==> src/rtl/fiber_stream_source_if.sv <==
// Leaf-source handshake bundle: upstream coordinate write channel plus the
// show-ahead coordinate port consumed by a merger leaf input.
interface fiber_stream_source_if;
    logic        wr_valid;
    logic [63:0] wr_coord;
    logic        wr_last;
    logic        wr_ready;
    logic [63:0] coord;
    logic        coord_valid;
    logic        fetch_next;
    logic        done;

    modport master (
        output wr_valid, wr_coord, wr_last, fetch_next,
        input  wr_ready, coord, coord_valid, done
    );

    modport slave (
        input  wr_valid, wr_coord, wr_last, fetch_next,
        output wr_ready, coord, coord_valid, done
    );
endinterface

==> src/rtl/fiber_stream_source.sv <==
// Fiber coordinate source: show-ahead FIFO feeding one merger leaf, with an
// all-ones sentinel once the fiber is drained. Optional macro FIBER_SRC_ORDER_CHECK_EN.
module fiber_stream_source #(
    parameter int DEPTH = 8
) (
    input  logic                        clock,
    input  logic                        reset,
    input  logic                        fiber_start,
    fiber_stream_source_if.slave        bus,
    output logic [31:0]                 pop_count,
    output logic                        underflow_err,
    output logic                        order_err
);

    localparam int              AW       = $clog2(DEPTH);
    localparam int              DATA_W   = 64;
    localparam logic [DATA_W-1:0] SENTINEL = '1;
    localparam logic [AW:0]     FULL_CNT = (AW+1)'(DEPTH);

    typedef enum logic [1:0] {IDLE, STREAM, DONE} state_t;

    state_t            state;
    logic [DATA_W:0]   mem [DEPTH];
    logic [AW-1:0]     wr_ptr;
    logic [AW-1:0]     rd_ptr;
    logic [AW:0]       count;
    logic              last_seen;

    logic              fifo_empty;
    logic              fifo_full;
    logic              wr_open;
    logic              show_valid;
    logic              wr_fire;
    logic              pop_fire;
    logic              head_last;

    function automatic logic [31:0] sat_inc(input logic [31:0] v);
        return (v == 32'hFFFF_FFFF) ? v : v + 32'd1;
    endfunction

    assign fifo_empty = (count == '0);
    assign fifo_full  = (count == FULL_CNT);
    assign head_last  = mem[rd_ptr][DATA_W];

    // Once the final coordinate is in, the fiber is closed to further writes.
    assign wr_open    = (state == STREAM) && !fifo_full && !last_seen;
    assign show_valid = (state == DONE) || ((state == STREAM) && !fifo_empty);
    assign wr_fire    = bus.wr_valid && wr_open;
    assign pop_fire   = bus.fetch_next && (state == STREAM) && !fifo_empty;

    assign bus.wr_ready    = wr_open;
    assign bus.coord_valid = show_valid;
    assign bus.done        = (state == DONE);

    always_comb begin
        bus.coord = '0;
        if (state == DONE)
            bus.coord = SENTINEL;
        else if ((state == STREAM) && !fifo_empty)
            bus.coord = mem[rd_ptr][DATA_W-1:0];
    end

    always_ff @(posedge clock) begin
        if (wr_fire)
            mem[wr_ptr] <= {bus.wr_last, bus.wr_coord};
    end

    always_ff @(posedge clock or negedge reset) begin
        if (!reset) begin
            state         <= IDLE;
            wr_ptr        <= '0;
            rd_ptr        <= '0;
            count         <= '0;
            last_seen     <= 1'b0;
            pop_count     <= '0;
            underflow_err <= 1'b0;
        end else begin
            if (bus.fetch_next && !show_valid)
                underflow_err <= 1'b1;

            case (state)
                IDLE, DONE: begin
                    if (fiber_start) begin
                        state     <= STREAM;
                        wr_ptr    <= '0;
                        rd_ptr    <= '0;
                        count     <= '0;
                        last_seen <= 1'b0;
                        pop_count <= '0;
                    end
                end
                STREAM: begin
                    if (wr_fire) begin
                        wr_ptr <= wr_ptr + AW'(1);
                        if (bus.wr_last)
                            last_seen <= 1'b1;
                    end
                    // Popping the tagged final entry leaves the FIFO empty, so DONE follows directly.
                    if (pop_fire) begin
                        rd_ptr    <= rd_ptr + AW'(1);
                        pop_count <= sat_inc(pop_count);
                        if (head_last)
                            state <= DONE;
                    end
                    case ({wr_fire, pop_fire})
                        2'b10:   count <= count + (AW+1)'(1);
                        2'b01:   count <= count - (AW+1)'(1);
                        default: count <= count;
                    endcase
                end
                default: state <= IDLE;
            endcase
        end
    end

`ifdef FIBER_SRC_ORDER_CHECK_EN
    logic [DATA_W-1:0] prev_coord;
    logic              have_prev;

    always_ff @(posedge clock) begin
        if (wr_fire)
            prev_coord <= bus.wr_coord;
    end

    always_ff @(posedge clock or negedge reset) begin
        if (!reset) begin
            have_prev <= 1'b0;
            order_err <= 1'b0;
        end else if (fiber_start && (state != STREAM)) begin
            have_prev <= 1'b0;
        end else if (wr_fire) begin
            have_prev <= 1'b1;
            if (have_prev && (bus.wr_coord <= prev_coord))
                order_err <= 1'b1;
        end
    end
`else
    assign order_err = 1'b0;
`endif

endmodule

==> src/flat_wrapper.sv <==
// flat-port wrapper written by rule: the top's interface ports become plain ports
module fiber_stream_source_flat 
#(
    parameter int DEPTH = 8
)
  (clock, reset, fiber_start, pop_count, underflow_err, order_err, bus_wr_valid, bus_wr_coord, bus_wr_last, bus_fetch_next, bus_wr_ready, bus_coord, bus_coord_valid, bus_done);
  fiber_stream_source_if bus_i ();
  input  logic clock;
  input  logic reset;
  input  logic fiber_start;
  output logic [31:0] pop_count;
  output logic underflow_err;
  output logic order_err;
  input wire logic [$bits(bus_i.wr_valid)-1:0] bus_wr_valid;
  input wire logic [$bits(bus_i.wr_coord)-1:0] bus_wr_coord;
  input wire logic [$bits(bus_i.wr_last)-1:0] bus_wr_last;
  input wire logic [$bits(bus_i.fetch_next)-1:0] bus_fetch_next;
  output wire logic [$bits(bus_i.wr_ready)-1:0] bus_wr_ready;
  output wire logic [$bits(bus_i.coord)-1:0] bus_coord;
  output wire logic [$bits(bus_i.coord_valid)-1:0] bus_coord_valid;
  output wire logic [$bits(bus_i.done)-1:0] bus_done;
  assign bus_i.wr_valid = bus_wr_valid;
  assign bus_i.wr_coord = bus_wr_coord;
  assign bus_i.wr_last = bus_wr_last;
  assign bus_i.fetch_next = bus_fetch_next;
  assign bus_wr_ready = bus_i.wr_ready;
  assign bus_coord = bus_i.coord;
  assign bus_coord_valid = bus_i.coord_valid;
  assign bus_done = bus_i.done;
  fiber_stream_source #(.DEPTH(DEPTH)) u_core (.clock(clock), .reset(reset), .fiber_start(fiber_start), .bus(bus_i), .pop_count(pop_count), .underflow_err(underflow_err), .order_err(order_err));
endmodule
==> config.mk <==
export PLATFORM = sky130hd
export DESIGN_NAME = fiber_stream_source_flat
export DESIGN_NICKNAME = d
export VERILOG_FILES = /design/src/rtl/fiber_stream_source_if.sv /design/src/rtl/fiber_stream_source.sv /design/src/flat_wrapper.sv
export SDC_FILE = /design/constraint.sdc
export NUM_CORES = 1
export LEC_CHECK = 0
export CAP_MARGIN = 10
export CORE_MARGIN = 2
export CORE_UTILIZATION = 55
export CTS_BUF_LIST = sky130_fd_sc_hd__clkbuf_16
export DETAILED_ROUTE_END_ITERATION = 7
export PLACE_DENSITY = 0.76
export SLEW_MARGIN = 20
export SYNTH_ARGS = -nofsm -noshare
export SYNTH_HDL_FRONTEND = slang
export SYNTH_SLANG_ARGS = --single-unit
export TNS_END_PERCENT = 1
==> constraint.sdc <==
create_clock -name clock -period 24.3 [get_ports clock]
set_input_delay 4.86 -clock clock [delete_from_list [all_inputs] [get_ports clock]]
set_output_delay 4.86 -clock clock [all_outputs]
set_load 0.05 [all_outputs]
[Word-level counts from Yosys, hierarchy flattened]
Memories as Yosys holds them, arrays and structs flattened.
Cells that the tools add are included.
Word-level totals
  bits in registers: 46
  bits in writable memories: 520
  bits of input ports: 70
  output and inout port bits: 101
  memories: 1
Cells by class
  $add $sub $neg: 5
  equality and inequality tests: 13
  multiplexer cells: 24
  reductions and logical operators: 22
Memory list
  u_core.mem: words 8, width 65, read ports 1, clocked after memory_dff 0, wr ports 1, line fiber_stream_source.sv:23  | logic [DATA_W:0] mem [DEPTH];
Operators with widths (count)
  $mux 64: 2
  $mux 32: 3
  $pmux 32 s2: 1
  $add 32x1->32 const B: 1
  $eq 32x32->1 const B: 1
  $pmux 4 s2: 2
  $pmux 3 s2: 2
  $reduce_and 3->1: 4
  $mux 3: 3
  $reduce_and 4->1: 2
  $logic_and 1x1->1: 7
  $add 3x1->3 const B: 2
  $mux 2: 3
  $ne 2x1->1 const B: 3
  $ne 2x2->1 const B: 3
  $mux 1: 5
  $add 4x1->4 const B: 1
  $eq 2x1->1 const B: 2
  $eq 2x2->1 const B: 2
  $eq 4x4->1 const B: 1
  $logic_not 1->1: 4
  $logic_not 4->1: 1
  $mux 4: 1
  $pmux 2 s2: 1
  other kinds (7): 7

[Logic depth before layout (Yosys ltp)]
  word-level depth: 8
  depth in mapped cells: 12
  depth with buffers taken out: 10

[Least setup slack after synthesis]
OpenSTA, ideal clock, no wires.
  path kind: input to register
  start point: in bus_wr_valid
  end point: mem u_core.mem[4][0] in the netlist's numbering (enable)
  setup time: 0.671 ns
  arrival: 12.416 ns
  data required time: 23.629 ns
  slack: 11.212 ns
  cell stages on the path: 4
  path through: inv_1 > a2111oi_2 > clkinv_1 > nor4b_1
On the way
  longest elaborated chain between the ends: 3
RTL lines
  start, declared: line flat_wrapper.sv:14  | input wire logic [$bits(bus_i.wr_valid)-1:0] bus_wr_valid;
  $logic_and 1x1->1: line fiber_stream_source.sv:48  | assign wr_fire = bus.wr_valid && wr_open;
  $mux 1: line fiber_stream_source.sv:64  | if (wr_fire)
  $mux 1 (implied by the code): line fiber_stream_source.sv:65  | mem[wr_ptr] <= {bus.wr_last, bus.wr_coord};
  end, declared: line fiber_stream_source.sv:23
No other way between the ends.

[Final worst setup path]
  start point: reg u_core.rd_ptr[1]
  end point: out bus_coord[40]
On the way
  longest elaborated chain between the ends: 3
RTL lines
  start, declared: line fiber_stream_source.sv:25  | logic [AW-1:0] rd_ptr;
  start signal, assigned: line fiber_stream_source.sv:100  | rd_ptr <= rd_ptr + AW'(1);
  $mem_v2 8x65
  $mux 64: line fiber_stream_source.sv:59  | else if ((state == STREAM) && !fifo_empty)
  $mux 64: line fiber_stream_source.sv:57  | if (state == DONE)
  end, declared: line flat_wrapper.sv:19  | output wire logic [$bits(bus_i.coord)-1:0] bus_coord;
No other way between the ends.

==> metrics.txt <==
# TYPE chip_impl_metric gauge
chip_impl_info{name="run_status",value="complete, no violations"} 1
chip_impl_metric{name="fraction_of_post_synthesis_cell_area_in_the_top_cell_type_by_area",unit="%"} 69.31
chip_impl_metric{name="post_synth_fa_ha_maj_area_fraction",unit="%"} 0.3887
chip_impl_info{name="worst_setup_path_startpoint",value="u_core.rd_ptr[1]"} 1
chip_impl_info{name="cts.root.buffer_cell",value="sky130_fd_sc_hd__clkbuf_16"} 1
chip_impl_metric{name="via_count_of_the_first_global_routing_pass",unit=""} 11680
chip_impl_metric{name="clkPwrFrac",unit="%"} 25.2
chip_impl_metric{name="cts.reportedPaths.clkPinSlew",unit="ns"} 0.06
chip_impl_metric{name="number_of_enable_flip_flop_cells_after_synthesis",unit=""} 520
chip_impl_metric{name="totalWireLength",unit="mm"} 46.83
chip_impl_metric{name="worstPathArrival",unit="ns"} 4.34
chip_impl_info{name="critPathCaptureType",value="output pin"} 1
chip_impl_metric{name="number_of_filler_cells_placed_in_the_layout",unit=""} 2685
chip_impl_metric{name="tritoncts_num_sinks",unit=""} 566
chip_impl_metric{name="synthArstFlopShare",unit="%"} 8.127
chip_impl_metric{name="wire_length_of_the_first_global_routing_pass",unit="mm"} 70.58
chip_impl_metric{name="cts.path.max_buffers",unit=""} 3
chip_impl_metric{name="avgSynthCellArea",unit="um2"} 19.73
chip_impl_metric{name="final-max-slew-violation-count",unit=""} 0
chip_impl_metric{name="grt_start_max_net_pins",unit=""} 73
chip_impl_metric{name="die_h",unit="um"} 206.4
chip_impl_metric{name="post_cts_resize_count",unit=""} 0
chip_impl_metric{name="synthSimpleGateAreaFrac",unit="%"} 3.149
chip_impl_info{name="critical_path_capture_point",value="bus_coord[40]"} 1
chip_impl_metric{name="share_seq_of_total_power",unit="%"} 38.5
chip_impl_metric{name="place_congestion",unit=""} 0.8018
chip_impl_metric{name="power_switching",unit="mW"} 1.151
chip_impl_metric{name="hold_viol_final",unit=""} 0
chip_impl_info{name="dominant_combinational_cell_family_by_area_after_synthesis",value="multiplexers"} 1
chip_impl_metric{name="worstRegToRegCells",unit=""} 11
chip_impl_metric{name="synth.net_count",unit=""} 1219
chip_impl_metric{name="fraction_of_synthesized_cell_area_in_xor_and_xnor_cells",unit="%"} 0.1555
chip_impl_metric{name="global_route_overflow",unit=""} 0
chip_impl_metric{name="complex_gate_fraction_of_the_synthesized_area",unit="%"} 4.271
chip_impl_metric{name="post_synth_instance_area",unit="um2"} 22530
chip_impl_metric{name="max-cap-violations",unit=""} 0
chip_impl_metric{name="critical_path_maximum_fanout",unit=""} 72
chip_impl_info{name="start_kind",value="flip-flop"} 1
chip_impl_metric{name="port_buffers",unit=""} 169
chip_impl_metric{name="initial_antenna_violation_count",unit=""} 4
chip_impl_metric{name="post-route-period-util",unit="%"} 37.84
chip_impl_metric{name="vias_per_cell",unit=""} 6.100
chip_impl_metric{name="p_sw_share",unit="%"} 35.99
chip_impl_metric{name="syn-instance-count",unit=""} 1142
chip_impl_metric{name="firstDrtPassIters",unit=""} 5
chip_impl_metric{name="area_growth",unit="%"} 17.75
chip_impl_metric{name="power.total",unit="mW"} 3.197
chip_impl_metric{name="relSlewSlack",unit="%"} 30.72
chip_impl_metric{name="post-route-util",unit="%"} 65.27
chip_impl_metric{name="rows",unit=""} 74
chip_impl_info{name="yosysTopAreaCell",value="sky130_fd_sc_hd__edfxtp_1"} 1
chip_impl_metric{name="p_int",unit="mW"} 2.047
chip_impl_metric{name="synth_cell_types",unit=""} 61
chip_impl_metric{name="final.setup_skew",unit="ns"} 0.01565
chip_impl_metric{name="vdd_ir_drop_max",unit="uV"} 94.26
chip_impl_metric{name="routed-via-count",unit=""} 11570
chip_impl_metric{name="die_width",unit="um"} 206.4
chip_impl_info{name="worst-setup-path-type",value="flip-flop to output pin"} 1
chip_impl_metric{name="cts_made_buffers",unit=""} 55
chip_impl_metric{name="tns",unit="ns"} 0
chip_impl_metric{name="post-cts-setup-buffers",unit=""} 0
chip_impl_info{name="rsz_0062_raised_after_global_routing",value="no"} 1
chip_impl_metric{name="fp.dieArea",unit="um2"} 42600
chip_impl_metric{name="design.final.nets",unit=""} 1398
chip_impl_metric{name="static-leakage-power",unit="nW"} 8.497
chip_impl_metric{name="worst_slew_pin_slew",unit="ns"} 1.039
chip_impl_metric{name="ys_seq_elements",unit=""} 566
chip_impl_metric{name="core",unit="um2"} 40650
chip_impl_metric{name="yosysWarnings",unit=""} 0
chip_impl_info{name="synth_area_leaders",value="sky130_fd_sc_hd__edfxtp_1, sky130_fd_sc_hd__mux4_2, sky130_fd_sc_hd__dfrtp_1"} 1
chip_impl_metric{name="tot_gr_track_use",unit="%"} 22.42
chip_impl_metric{name="floorplan.initialDensity",unit="%"} 55.43
chip_impl_metric{name="synth_sequential_area_ratio",unit="%"} 74.42
chip_impl_metric{name="min_period",unit="ns"} 9.196
chip_impl_metric{name="timing.critical_path.required",unit="ns"} 19.44
chip_impl_metric{name="layout-drive-gt1-share",unit="%"} 19.15
chip_impl_metric{name="cts_hold_repair.buffers",unit=""} 0
chip_impl_info{name="hold_path.class",value="flip-flop to flip-flop"} 1
chip_impl_metric{name="muxShareOfSynthArea",unit="%"} 16.06
chip_impl_metric{name="p_comb_share",unit="%"} 36.3
chip_impl_metric{name="timing.reg2reg.setup_slack",unit="ns"} 20.41
chip_impl_metric{name="postRouteAntennaNets",unit=""} 0
chip_impl_metric{name="power.density",unit="nW/um2"} 120.5
chip_impl_info{name="ys.flop_type",value="sky130_fd_sc_hd__edfxtp_1"} 1
chip_impl_metric{name="htree_num_levels",unit=""} 2
chip_impl_metric{name="clk_latency_worst_skew_pair",unit="ns"} 0.60
chip_impl_info{name="crit-reg2reg-capture",value="u_core.count[3]"} 1
chip_impl_metric{name="max_clock_freq",unit="GHz"} 0.1087
chip_impl_metric{name="detail_route.iter0.violations",unit=""} 1056
chip_impl_metric{name="timing.final.setup_violations",unit=""} 0
chip_impl_info{name="rr_startpoint",value="u_core.state[0]"} 1
chip_impl_metric{name="drcViolationCount",unit=""} 0
chip_impl_metric{name="place.detailed.hpwl",unit="mm"} 24.88
chip_impl_metric{name="detail_route.wl_per_cell",unit="um"} 24.70
chip_impl_info{name="tritoncts",value="yes"} 1
chip_impl_metric{name="ioPinCount",unit=""} 171
==> registers in the layout, summed over array words and instances, names as in the netlist <==
| signal | cells |
|---|---|
| u_core.wr_ptr | 3 |
| u_core.mem | 520 |
| u_core.underflow_err | 1 |
| u_core.rd_ptr | 3 |
| u_core.count | 4 |
| u_core.state | 2 |
| u_core.last_seen | 1 |
| u_core.pop_count | 32 |
==> cells in the final DEF (no fill, tap or decap), types with 3 or more instances in the layout <==
master / n
sky130_fd_sc_hd__a211o_1: 3
sky130_fd_sc_hd__a21o_1: 10
sky130_fd_sc_hd__a21oi_1: 9
sky130_fd_sc_hd__a31oi_1: 19
sky130_fd_sc_hd__a41oi_1: 3
sky130_fd_sc_hd__and3_1: 7
sky130_fd_sc_hd__and3_2: 3
sky130_fd_sc_hd__buf_4: 22
sky130_fd_sc_hd__bufinv_16: 3
sky130_fd_sc_hd__clkbuf_16: 57
sky130_fd_sc_hd__clkdlybuf4s50_1: 168
sky130_fd_sc_hd__clkinv_1: 11
sky130_fd_sc_hd__clkinv_2: 9
sky130_fd_sc_hd__dfrtp_1: 43
sky130_fd_sc_hd__dfrtp_4: 3
sky130_fd_sc_hd__edfxtp_1: 520
sky130_fd_sc_hd__ha_1: 7
sky130_fd_sc_hd__inv_1: 24
sky130_fd_sc_hd__mux2i_1: 69
sky130_fd_sc_hd__mux4_2: 130
sky130_fd_sc_hd__nand2_1: 36
sky130_fd_sc_hd__nand2b_1: 3
sky130_fd_sc_hd__nand3_1: 15
sky130_fd_sc_hd__nand4_1: 5
sky130_fd_sc_hd__nor2_1: 16
sky130_fd_sc_hd__nor3_1: 9
sky130_fd_sc_hd__nor4_1: 5
sky130_fd_sc_hd__o211ai_1: 6
sky130_fd_sc_hd__o21a_1: 3
sky130_fd_sc_hd__o21ai_0: 75
sky130_fd_sc_hd__o21ai_1: 3
sky130_fd_sc_hd__o311ai_0: 4
sky130_fd_sc_hd__o41ai_1: 5
sky130_fd_sc_hd__or2_2: 5
sky130_fd_sc_hd__or3_1: 4
sky130_fd_sc_hd__or4_1: 3
sky130_fd_sc_hd__xor2_1: 4
==> power by group through the flow <==
stage	Sequential, mW	Clock, mW	Combinational [mW]
3_3_place_gp	1.25	0	1.16
2_1_floorplan	1.25	0	0.809
4_1_cts	1.23	0.822	1.18
5_1_grt	1.24	0.860	1.23
3_5_place_dp	1.25	0	1.17
6_report	1.23	0.805	1.16
==> worst max-delay path: stages (launching register included) <==
cell                              delay, ns
sky130_fd_sc_hd__dfrtp_4               0.98
sky130_fd_sc_hd__buf_4                 0.93
sky130_fd_sc_hd__mux4_2                0.38
sky130_fd_sc_hd__mux2i_1               0.07
sky130_fd_sc_hd__o21ai_0               0.40
sky130_fd_sc_hd__clkdlybuf4s50_1       0.91
==> cells by family after synthesis <==
group / Yosys count
AO/OA/AOI/OAI: 154
adder cells (fa/ha/maj): 7
flip-flops: 566
AND/OR/NAND/NOR: 132
buffers and inverters: 79
multiplexers: 199
XOR/XNOR: 4
other: 1
==> final cells by class <==
type,instances,area (um2),share of cell area [%]
flip-flops and latches,566,16780,63.24
multi-input cells,497,5473,20.63
repair buffers,191,1858,7.004
clock buffers,57,1426,5.377
well taps,532,665.6,2.509
clock inverters,42,289.0,1.089
inverters,10,37.54,0.1415
diodes,1,2.502,0.009433
==> cell usage after synthesis, drive strengths merged, types with 3 or more instances <==
cell      n
edfxtp  520
mux4    130
o21ai    78
mux2i    69
clkbuf   49
dfrtp    46
nand2    37
buf      20
a31oi    19
nor2     17
nand3    16
nor3     11
a21o     10
a21oi    10
and3     10
inv       9
ha        7
nor4      7
nand4     6
o211ai    6
o41ai     5
or2       5
or4       5
nand2b    4
o311ai    4
or3       4
xor2      4
a211o     3
a31o      3
a41oi     3
o21a      3
==> metal layers <==
| metal | up-vias | wire length, um | track usage [%] | share of wire, % |
|---|---|---|---|---|
| li1 | 5100 | - | - | - |
| met1 | 6068 | 19910 | 30.81 | 43 |
| met2 | 322 | 23330 | 36.98 | 50 |
| met3 | 69 | 2764 | 4.510 | 5.9 |
| met4 | 6 | 788 | 6.199 | 1.7 |
| met5 | - | 36 | 0 | 0.077 |
==> how the worst min path moves through the flow <==
stage | startpoint | to | slack [ns] | cells after the start
4_1_cts | u_core.underflow_err | u_core.underflow_err | 0.49 | 1
6_report | u_core.underflow_err | u_core.underflow_err | 0.48 | 1
3_5_place_dp | u_core.underflow_err | u_core.underflow_err | 0.47 | 1
5_1_grt | u_core.underflow_err | u_core.underflow_err | 0.50 | 1
3_3_place_gp | u_core.underflow_err | u_core.underflow_err | 0.45 | 1
2_1_floorplan | u_core.last_seen | u_core.last_seen | 0.51 | 2
==> per-stage QoR <==
stage               setup slack [ns]  hold WS [ns]  cell area (um2)  cells
floorplan                      11.21        0.5059            22530   1142
global placement               15.68        0.4505            24810   1796
detailed placement             15.71        0.4711            24810   1796
CTS                            15.05        0.4852            26520   1895
global route                   14.97        0.5041            26530   1896
finish                         15.10        0.4815            26530   1896
No activity file was read; power rests on OpenSTA's default activity.
